==> config.mk <==
export PLATFORM = sky130hd
export DESIGN_NAME = req_dispatcher
export DESIGN_NICKNAME = d
export VERILOG_FILES = /design/src/rtl/req_dispatcher.sv
export SDC_FILE = /design/constraint.sdc
export NUM_CORES = 1
export LEC_CHECK = 0
export ABC_AREA = 0
export ABC_CLOCK_PERIOD_IN_PS = 5600
export BUFFER_PORTS_ARGS = -buffer_cell sky130_fd_sc_hd__buf_4
export CAP_MARGIN = 20
export CORE_ASPECT_RATIO = 1.4
export CORE_UTILIZATION = 56
export CTS_CLUSTER_DIAMETER = 40
export CTS_CLUSTER_SIZE = 30
export DETAILED_ROUTE_END_ITERATION = 8
export GPL_ROUTABILITY_DRIVEN = 0
export PLACE_DENSITY = 0.85
export SLEW_MARGIN = 20
export SYNTH_ARGS = -nofsm -noshare
export SYNTH_HDL_FRONTEND = slang
export SYNTH_SLANG_ARGS = --single-unit
==> constraint.sdc <==
create_clock -name clk -period 5.6 [get_ports clk]
set_input_delay 0.56 -clock clk [delete_from_list [all_inputs] [get_ports clk]]
set_output_delay 0.56 -clock clk [all_outputs]
set_load 0.005 [all_outputs]
==> src/rtl/req_dispatcher.sv <==
// Arbitrates between the alloc and free request FIFOs, validates page counts and issues one
// request at a time to the fdt (allocs) or the or-tree (frees), or writes a failure response.
module req_dispatcher #(
    parameter int unsigned ID_W           = 8,
    parameter int unsigned IDX_W          = 16,
    parameter int unsigned CNT_W          = 8,
    parameter int unsigned MAX_PAGES      = 8,
    parameter int unsigned FREE_THRESHOLD = 256,
    parameter int unsigned ALLOC_BURST    = 4,
    parameter int unsigned SETTLE_CYCLES  = 5,
    parameter int unsigned DCNT_W         = 10,
    parameter int unsigned SZ_W           = $clog2($clog2(MAX_PAGES) + 1)
) (
    input  logic              clk,
    input  logic              rst,

    output logic              alloc_req_pop,
    input  logic [ID_W-1:0]   alloc_req_id,
    input  logic [CNT_W-1:0]  alloc_req_page_count,
    input  logic              alloc_fifo_empty,

    output logic              free_req_pop,
    input  logic [ID_W-1:0]   free_req_id,
    input  logic [IDX_W-1:0]  free_req_page_idx,
    input  logic [CNT_W-1:0]  free_req_page_count,
    input  logic              free_fifo_empty,
    input  logic [DCNT_W-1:0] free_fifo_data_count,

    output logic              alloc_req_valid_fdt_out,
    output logic [ID_W-1:0]   alloc_req_id_fdt_out,
    output logic [SZ_W-1:0]   alloc_req_size_fdt_out,
    input  logic              fdt_blocked_fdt_in,

    output logic              free_req_valid_or_tree_out,
    output logic [ID_W-1:0]   free_req_id_or_tree_out,
    output logic [IDX_W-1:0]  free_req_page_idx_or_tree_out,
    output logic [SZ_W-1:0]   free_req_size_or_tree_out,

    output logic              alloc_rsp_write_en,
    output logic [ID_W-1:0]   alloc_rsp_id,
    output logic              alloc_rsp_fail,
    output logic [1:0]        alloc_rsp_fail_reason,
    input  logic              alloc_rsp_fifo_almost_full,

    output logic              free_rsp_write_en,
    output logic [ID_W-1:0]   free_rsp_id,
    output logic              free_rsp_fail,
    output logic [1:0]        free_rsp_fail_reason,
    input  logic              free_rsp_fifo_almost_full,

    output logic              busy
);

    localparam logic [CNT_W-1:0]  MaxCnt     = CNT_W'(MAX_PAGES);
    localparam logic [DCNT_W-1:0] FreeThresh = DCNT_W'(FREE_THRESHOLD);
    localparam int unsigned STREAK_W = (ALLOC_BURST > 0) ? $clog2(ALLOC_BURST + 1) : 1;
    localparam logic [STREAK_W-1:0] StreakMax = STREAK_W'(ALLOC_BURST);
    localparam int unsigned SETTLE_W = (SETTLE_CYCLES > 1) ? $clog2(SETTLE_CYCLES) : 1;
    localparam logic [SETTLE_W-1:0] SettleLast =
        SETTLE_W'((SETTLE_CYCLES > 0) ? SETTLE_CYCLES - 1 : 0);
    localparam bit SettleEn = (SETTLE_CYCLES > 0);

    typedef enum logic [2:0] {
        StIdle, StAFetch, StACheck, StFFetch, StFCheck, StFSettle
    } state_e;

    state_e               state_q, state_d;
    logic [STREAK_W-1:0]  streak_q, streak_d;
    logic [SETTLE_W-1:0]  settle_cnt_q, settle_cnt_d;
    logic                 last_alloc_q, last_alloc_d;
    logic                 settle_pend_q, settle_pend_d;

    logic [ID_W-1:0]      f_pend_id_q;
    logic [IDX_W-1:0]     f_pend_idx_q;
    logic [SZ_W-1:0]      f_pend_sz_q;

    logic elig_a, elig_f;
    logic a_zero, a_over, f_zero, f_over;
    logic a_issue, a_fail, f_issue, f_park, f_fire, f_fail;

    // Size class is ceil(log2(c)): one past the MSB position of c-1.
    function automatic logic [SZ_W-1:0] size_class(input logic [CNT_W-1:0] cnt);
        logic [CNT_W-1:0] m;
        logic [SZ_W-1:0]  s;
        m = cnt - CNT_W'(1);
        s = '0;
        for (int i = 0; i < CNT_W; i++) begin
            if (m[i]) s = SZ_W'(i + 1);
        end
        return s;
    endfunction

    assign elig_a = !alloc_fifo_empty && !alloc_rsp_fifo_almost_full && !fdt_blocked_fdt_in;
    assign elig_f = !free_fifo_empty && !free_rsp_fifo_almost_full;
    assign a_zero = (alloc_req_page_count == '0);
    assign a_over = (alloc_req_page_count > MaxCnt);
    assign f_zero = (free_req_page_count == '0);
    assign f_over = (free_req_page_count > MaxCnt);
    assign busy   = (state_q != StIdle);

    always_comb begin
        state_d       = state_q;
        streak_d      = streak_q;
        settle_cnt_d  = settle_cnt_q;
        last_alloc_d  = last_alloc_q;
        settle_pend_d = settle_pend_q;
        alloc_req_pop = 1'b0;
        free_req_pop  = 1'b0;
        a_issue       = 1'b0;
        a_fail        = 1'b0;
        f_issue       = 1'b0;
        f_park        = 1'b0;
        f_fire        = 1'b0;
        f_fail        = 1'b0;
        case (state_q)
            StIdle: begin
                if (elig_f && ((free_fifo_data_count >= FreeThresh) ||
                               (streak_q >= StreakMax) || !elig_a)) begin
                    state_d = StFFetch;
                end else if (elig_a) begin
                    state_d = StAFetch;
                end
            end
            StAFetch: begin
                alloc_req_pop = 1'b1;
                last_alloc_d  = 1'b1;
                if (streak_q != StreakMax) streak_d = streak_q + STREAK_W'(1);
                state_d = StACheck;
            end
            StACheck: begin
                if (a_zero || a_over) a_fail = 1'b1;
                else                  a_issue = 1'b1;
                state_d = StIdle;
            end
            StFFetch: begin
                free_req_pop = 1'b1;
                // Remember whether this free follows an alloc before the flag is overwritten.
                settle_pend_d = last_alloc_q && SettleEn;
                last_alloc_d  = 1'b0;
                streak_d      = '0;
                state_d       = StFCheck;
            end
            StFCheck: begin
                if (f_zero || f_over) begin
                    f_fail  = 1'b1;
                    state_d = StIdle;
                end else if (settle_pend_q) begin
                    f_park  = 1'b1;
                    state_d = StFSettle;
                end else begin
                    f_issue = 1'b1;
                    state_d = StIdle;
                end
            end
            StFSettle: begin
                if (settle_cnt_q == SettleLast) begin
                    f_fire       = 1'b1;
                    settle_cnt_d = '0;
                    state_d      = StIdle;
                end else begin
                    settle_cnt_d = settle_cnt_q + SETTLE_W'(1);
                end
            end
            default: state_d = StIdle;
        endcase
    end

    always_ff @(posedge clk or posedge rst) begin
        if (rst) begin
            state_q       <= StIdle;
            streak_q      <= '0;
            settle_cnt_q  <= '0;
            last_alloc_q  <= 1'b0;
            settle_pend_q <= 1'b0;
        end else begin
            state_q       <= state_d;
            streak_q      <= streak_d;
            settle_cnt_q  <= settle_cnt_d;
            last_alloc_q  <= last_alloc_d;
            settle_pend_q <= settle_pend_d;
        end
    end

    always_ff @(posedge clk or posedge rst) begin
        if (rst) begin
            alloc_req_valid_fdt_out       <= 1'b0;
            alloc_req_id_fdt_out          <= '0;
            alloc_req_size_fdt_out        <= '0;
            free_req_valid_or_tree_out    <= 1'b0;
            free_req_id_or_tree_out       <= '0;
            free_req_page_idx_or_tree_out <= '0;
            free_req_size_or_tree_out     <= '0;
            alloc_rsp_write_en            <= 1'b0;
            alloc_rsp_id                  <= '0;
            alloc_rsp_fail                <= 1'b0;
            alloc_rsp_fail_reason         <= '0;
            free_rsp_write_en             <= 1'b0;
            free_rsp_id                   <= '0;
            free_rsp_fail                 <= 1'b0;
            free_rsp_fail_reason          <= '0;
            f_pend_id_q                   <= '0;
            f_pend_idx_q                  <= '0;
            f_pend_sz_q                   <= '0;
        end else begin
            alloc_req_valid_fdt_out <= a_issue;
            if (a_issue) begin
                alloc_req_id_fdt_out   <= alloc_req_id;
                alloc_req_size_fdt_out <= size_class(alloc_req_page_count);
            end
            alloc_rsp_write_en <= a_fail;
            alloc_rsp_fail     <= a_fail;
            if (a_fail) begin
                alloc_rsp_id          <= alloc_req_id;
                alloc_rsp_fail_reason <= a_zero ? 2'd1 : 2'd2;
            end

            // Settled frees park here so the visible issue fields only change with the pulse.
            if (f_park) begin
                f_pend_id_q  <= free_req_id;
                f_pend_idx_q <= free_req_page_idx;
                f_pend_sz_q  <= size_class(free_req_page_count);
            end
            free_req_valid_or_tree_out <= f_issue || f_fire;
            if (f_issue) begin
                free_req_id_or_tree_out       <= free_req_id;
                free_req_page_idx_or_tree_out <= free_req_page_idx;
                free_req_size_or_tree_out     <= size_class(free_req_page_count);
            end else if (f_fire) begin
                free_req_id_or_tree_out       <= f_pend_id_q;
                free_req_page_idx_or_tree_out <= f_pend_idx_q;
                free_req_size_or_tree_out     <= f_pend_sz_q;
            end
            free_rsp_write_en <= f_fail;
            free_rsp_fail     <= f_fail;
            if (f_fail) begin
                free_rsp_id          <= free_req_id;
                free_rsp_fail_reason <= f_zero ? 2'd1 : 2'd2;
            end
        end
    end

endmodule

==> impl_metrics.csv <==
group,metric,value,unit
placement,place_area,5530,um^2
layout,final_common_cell,"buf_4",
timing,finClkSkew,0.0145,ns
cts,clock-sinks,97,
power_and_ir_drop,p_int,1520,uW
drt,vias,3437,
logic_synthesis,synth_compound_area_frac,0.165,
logic_synthesis,syn_avg_cell_area,11.9,um^2
drt,route.detailed.drc,0,
logic_synthesis,synthArstFlopShare,1.00,
setup_path,worst_setup_path_start_kind,"primary input",
floorplanning,core_area,7850,um^2
logic_synthesis,synth_top_family_by_area,"compound AO/OA/AOI/OAI gates",
power_and_ir_drop,p_total,2120,uW
power_and_ir_drop,p_seq_frac,0.461,
global_routing,grtUsageMet2,0.445,
logic_synthesis,synth_ff_type,"dfrtp_1",
logic_synthesis,synth_xor_area_frac,0.00574,
power_and_ir_drop,p_sw_frac,0.282,
power_and_ir_drop,p_clk_frac,0.256,
setup_path,critPathArrivalTime,2.75,ns
timing,setup_viol,0,
logic_synthesis,synthCells,386,
layout,area_delta_synth_final,26.0,%
floorplanning,placement_rows,38,
layout,design_area,5770,um^2
cts,path_clk_slew,0.10,ns
status,status,"complete, no violations",
global_routing,overflow,0,
global_routing,grt_pass1_vias,3502,
cts,cts_made_buffers,9,
setup_path,cp_slowest_stage_delay,0.82,ns
setup_path,crit_top_cell,"buf_4",
job,maxCapViolCount,0,
drt,dr.pass1.iters,5,
global_routing,use_met3,0.0460,
cts,cts_tree,"done",
setup_path,crit_chain,"buf_4 -> inv_1 -> ha_1 -> nand2b_4 -> xnor2_1 -> nor4_2 -> buf_4 -> nor2_2 -> a21o_1",
cts,cts_resized,0,
logic_synthesis,synthSimpleGateAreaFrac,0.0918,
layout,mostFrequentLayoutCells,"buf_4, dfrtp_1, mux2_2",
setup_path,path_buf_inv,3,
setup_path,cp_top_family,"simple AND/OR/NAND/NOR gates",
logic_synthesis,synthAdderAreaFrac,0.0246,
layout,drive_gt1_frac,0.394,
setup_path,slowest_stage,"nor2_2",
logic_synthesis,synth_enable_flop_cells,0,
timing,rsz0062_at_grt,"false",
global_routing,grt_pass1_wl,16.2,mm
setup_path,reg2reg_depth,5,
timing,min_period,2.44,ns
setup_path,path_class,"primary input to flip-flop",
logic_synthesis,ys_types,53,
logic_synthesis,ys_warn_count,0,
global_routing,grt_start_max_net_pins,57,
cts,postCtsSetupBuffers,0,
floorplanning,io_pins,130,
cts,clock_path_buffers,2,
floorplanning,dieArea,8550,um^2
cts,clock_latency,0.37,ns
logic_synthesis,yosysSeqAreaShare,0.530,
drt,wire_per_inst,16.5,um
setup_path,worstSetupEndpointType,"flip-flop",
timing,fmax,410,MHz
placement,port_buffers,121,
floorplanning,die_x,78.4,um
setup_path,cp.required,5.90,ns
timing,final_max_slew_viol_count,0,
logic_synthesis,yosys_register_bits,97,
drt,drt-initial-drc-count,179,
power_and_ir_drop,vdd_ir_drop_max,212,uV
setup_path,path_max_fanout,29,
global_routing,grtUsageMet1,0.277,
cts,cts.htree.levels,3,
drt,drtAntennaViolNets,0,
logic_synthesis,yosys-mux-area-fraction,0.140,
floorplanning,start_util,0.584,
power_and_ir_drop,comb_power_share,0.283,
global_routing,grt_usage,0.249,
logic_synthesis,synthesis.area,4580,um^2
floorplanning,die_y,109,um
layout,n_antenna_cell,0,
placement,place_hpwl,7.16,mm
layout,nets,576,
drt,routed_wl,9.99,mm
power_and_ir_drop,power_density,367,nW/um^2
drt,viasPerCell,5.66,
layout,utilization,0.735,
timing,fin_crit_sh,0.436,
hold_path,hold_class,"primary input to asynchronous set/reset pin",
logic_synthesis,syn-num-nets,460,
setup_path,cp.depth,9,
timing,final_hold_viol_count,0,
timing,setup_tns,0,ns
cts,root_buffer,"clkbuf_8",
power_and_ir_drop,p_switching,596,uW
timing,slew_headroom,0.307,
power_and_ir_drop,leakagePower,0.00310,uW
cts,ctsHoldBuffers,0,
timing,worst_pin_slew,1.04,ns
global_routing,antenna_found_initial,0,
global_routing,busiest_layer,"met2",
## final timing paths
path	slack (ns)	endpoint	start
max reg2reg	3.33	free_req_id_or_tree_out[1]	state_q[1]
min reg2reg	0.49	free_req_page_idx_or_tree_out[8]	free_req_page_idx_or_tree_out[8]
min	0.21	alloc_req_id_fdt_out[3]	rst
min in group clk	0.39	state_q[1]	free_rsp_fifo_almost_full
max in group asynchronous	4.31	f_pend_idx_q[9]	rst
max	3.16	free_req_id_or_tree_out[1]	free_req_page_count[0]
## synthesized netlist by cell type, types with 2 or more instances
cell type,instances,share of area
buf_2,5,0.0055
mux2_2,33,0.081
o21ai_0,20,0.022
mux2i_1,3,0.0066
and2_1,2,0.0027
nand2_1,22,0.018
a211oi_1,2,0.0033
mux2_4,16,0.052
or3_1,3,0.0041
dfrtp_1,97,0.53
nand3b_1,3,0.0049
nand3_1,3,0.0033
nor3_1,6,0.0066
nor2_1,21,0.017
a22o_1,26,0.050
xnor2_1,2,0.0038
inv_1,20,0.016
o31ai_1,2,0.0033
or2_2,2,0.0027
buf_4,2,0.0033
clkbuf_1,8,0.0066
a31oi_1,3,0.0041
o41ai_1,2,0.0038
nand2b_1,6,0.0082
o211ai_1,2,0.0033
ha_1,9,0.025
a21oi_1,11,0.012
a21o_1,24,0.039
nor4_1,4,0.0055
nor2b_1,3,0.0041
a32o_1,2,0.0044
## power by group through the flow
stage | registers [uW] | clock network, uW | logic, uW
after floorplan | 967 | 0 | 308
after global placement | 972 | 0 | 577
after detailed placement | 986 | 0 | 604
after CTS | 973 | 550 | 606
after global routing | 993 | 578 | 656
final | 975 | 542 | 599
## stage by stage
step / setup slack [ns] / cells / hold slack, ns
finish: 3.16 / 607 / 0.212
global route: 3.00 / 607 / 0.247
CTS: 3.13 / 607 / 0.223
detailed placement: 2.75 / 591 / 0.468
global placement: 2.84 / 591 / 0.462
floorplan: 2.51 / 386 / 0.448
## final cells by class
cell class	instances	area (um^2)
Clock buffer	10	128
Clock inverter	6	114
Fill cell	582	2080
Inverter	20	77.6
Multi-Input combinational cell	250	1970
Sequential cell	97	2430
Tap cell	100	125
Timing Repair Buffer	124	931
## flip-flops by register name, indices dropped and copies added, names as in the netlist
register                       cells
f_pend_idx_q                      16
free_req_page_idx_or_tree_out     16
alloc_req_id_fdt_out               8
alloc_rsp_id                       8
f_pend_id_q                        8
free_req_id_or_tree_out            8
free_rsp_id                        8
settle_cnt_q                       3
state_q                            3
streak_q                           3
alloc_req_size_fdt_out             2
alloc_rsp_fail_reason              2
f_pend_sz_q                        2
free_req_size_or_tree_out          2
free_rsp_fail_reason               2
alloc_req_valid_fdt_out            1
alloc_rsp_fail                     1
free_req_valid_or_tree_out         1
free_rsp_fail                      1
last_alloc_q                       1
settle_pend_q                      1
## kinds of logic after synthesis
logic type,Yosys count
buf+inv,39
compound gates,104
mux,52
fa+ha+maj,9
xor+xnor,3
simple gates,82
flops,97
## layer usage
metal	up-vias	wire length, um	part of all wire
li1	1620	-	-
met1	1682	3950	0.40
met2	113	5240	0.52
met3	22	511	0.051
met4	0	290	0.029
met5	-	0	0
Note: power is estimated with default switching activity, not from simulation.
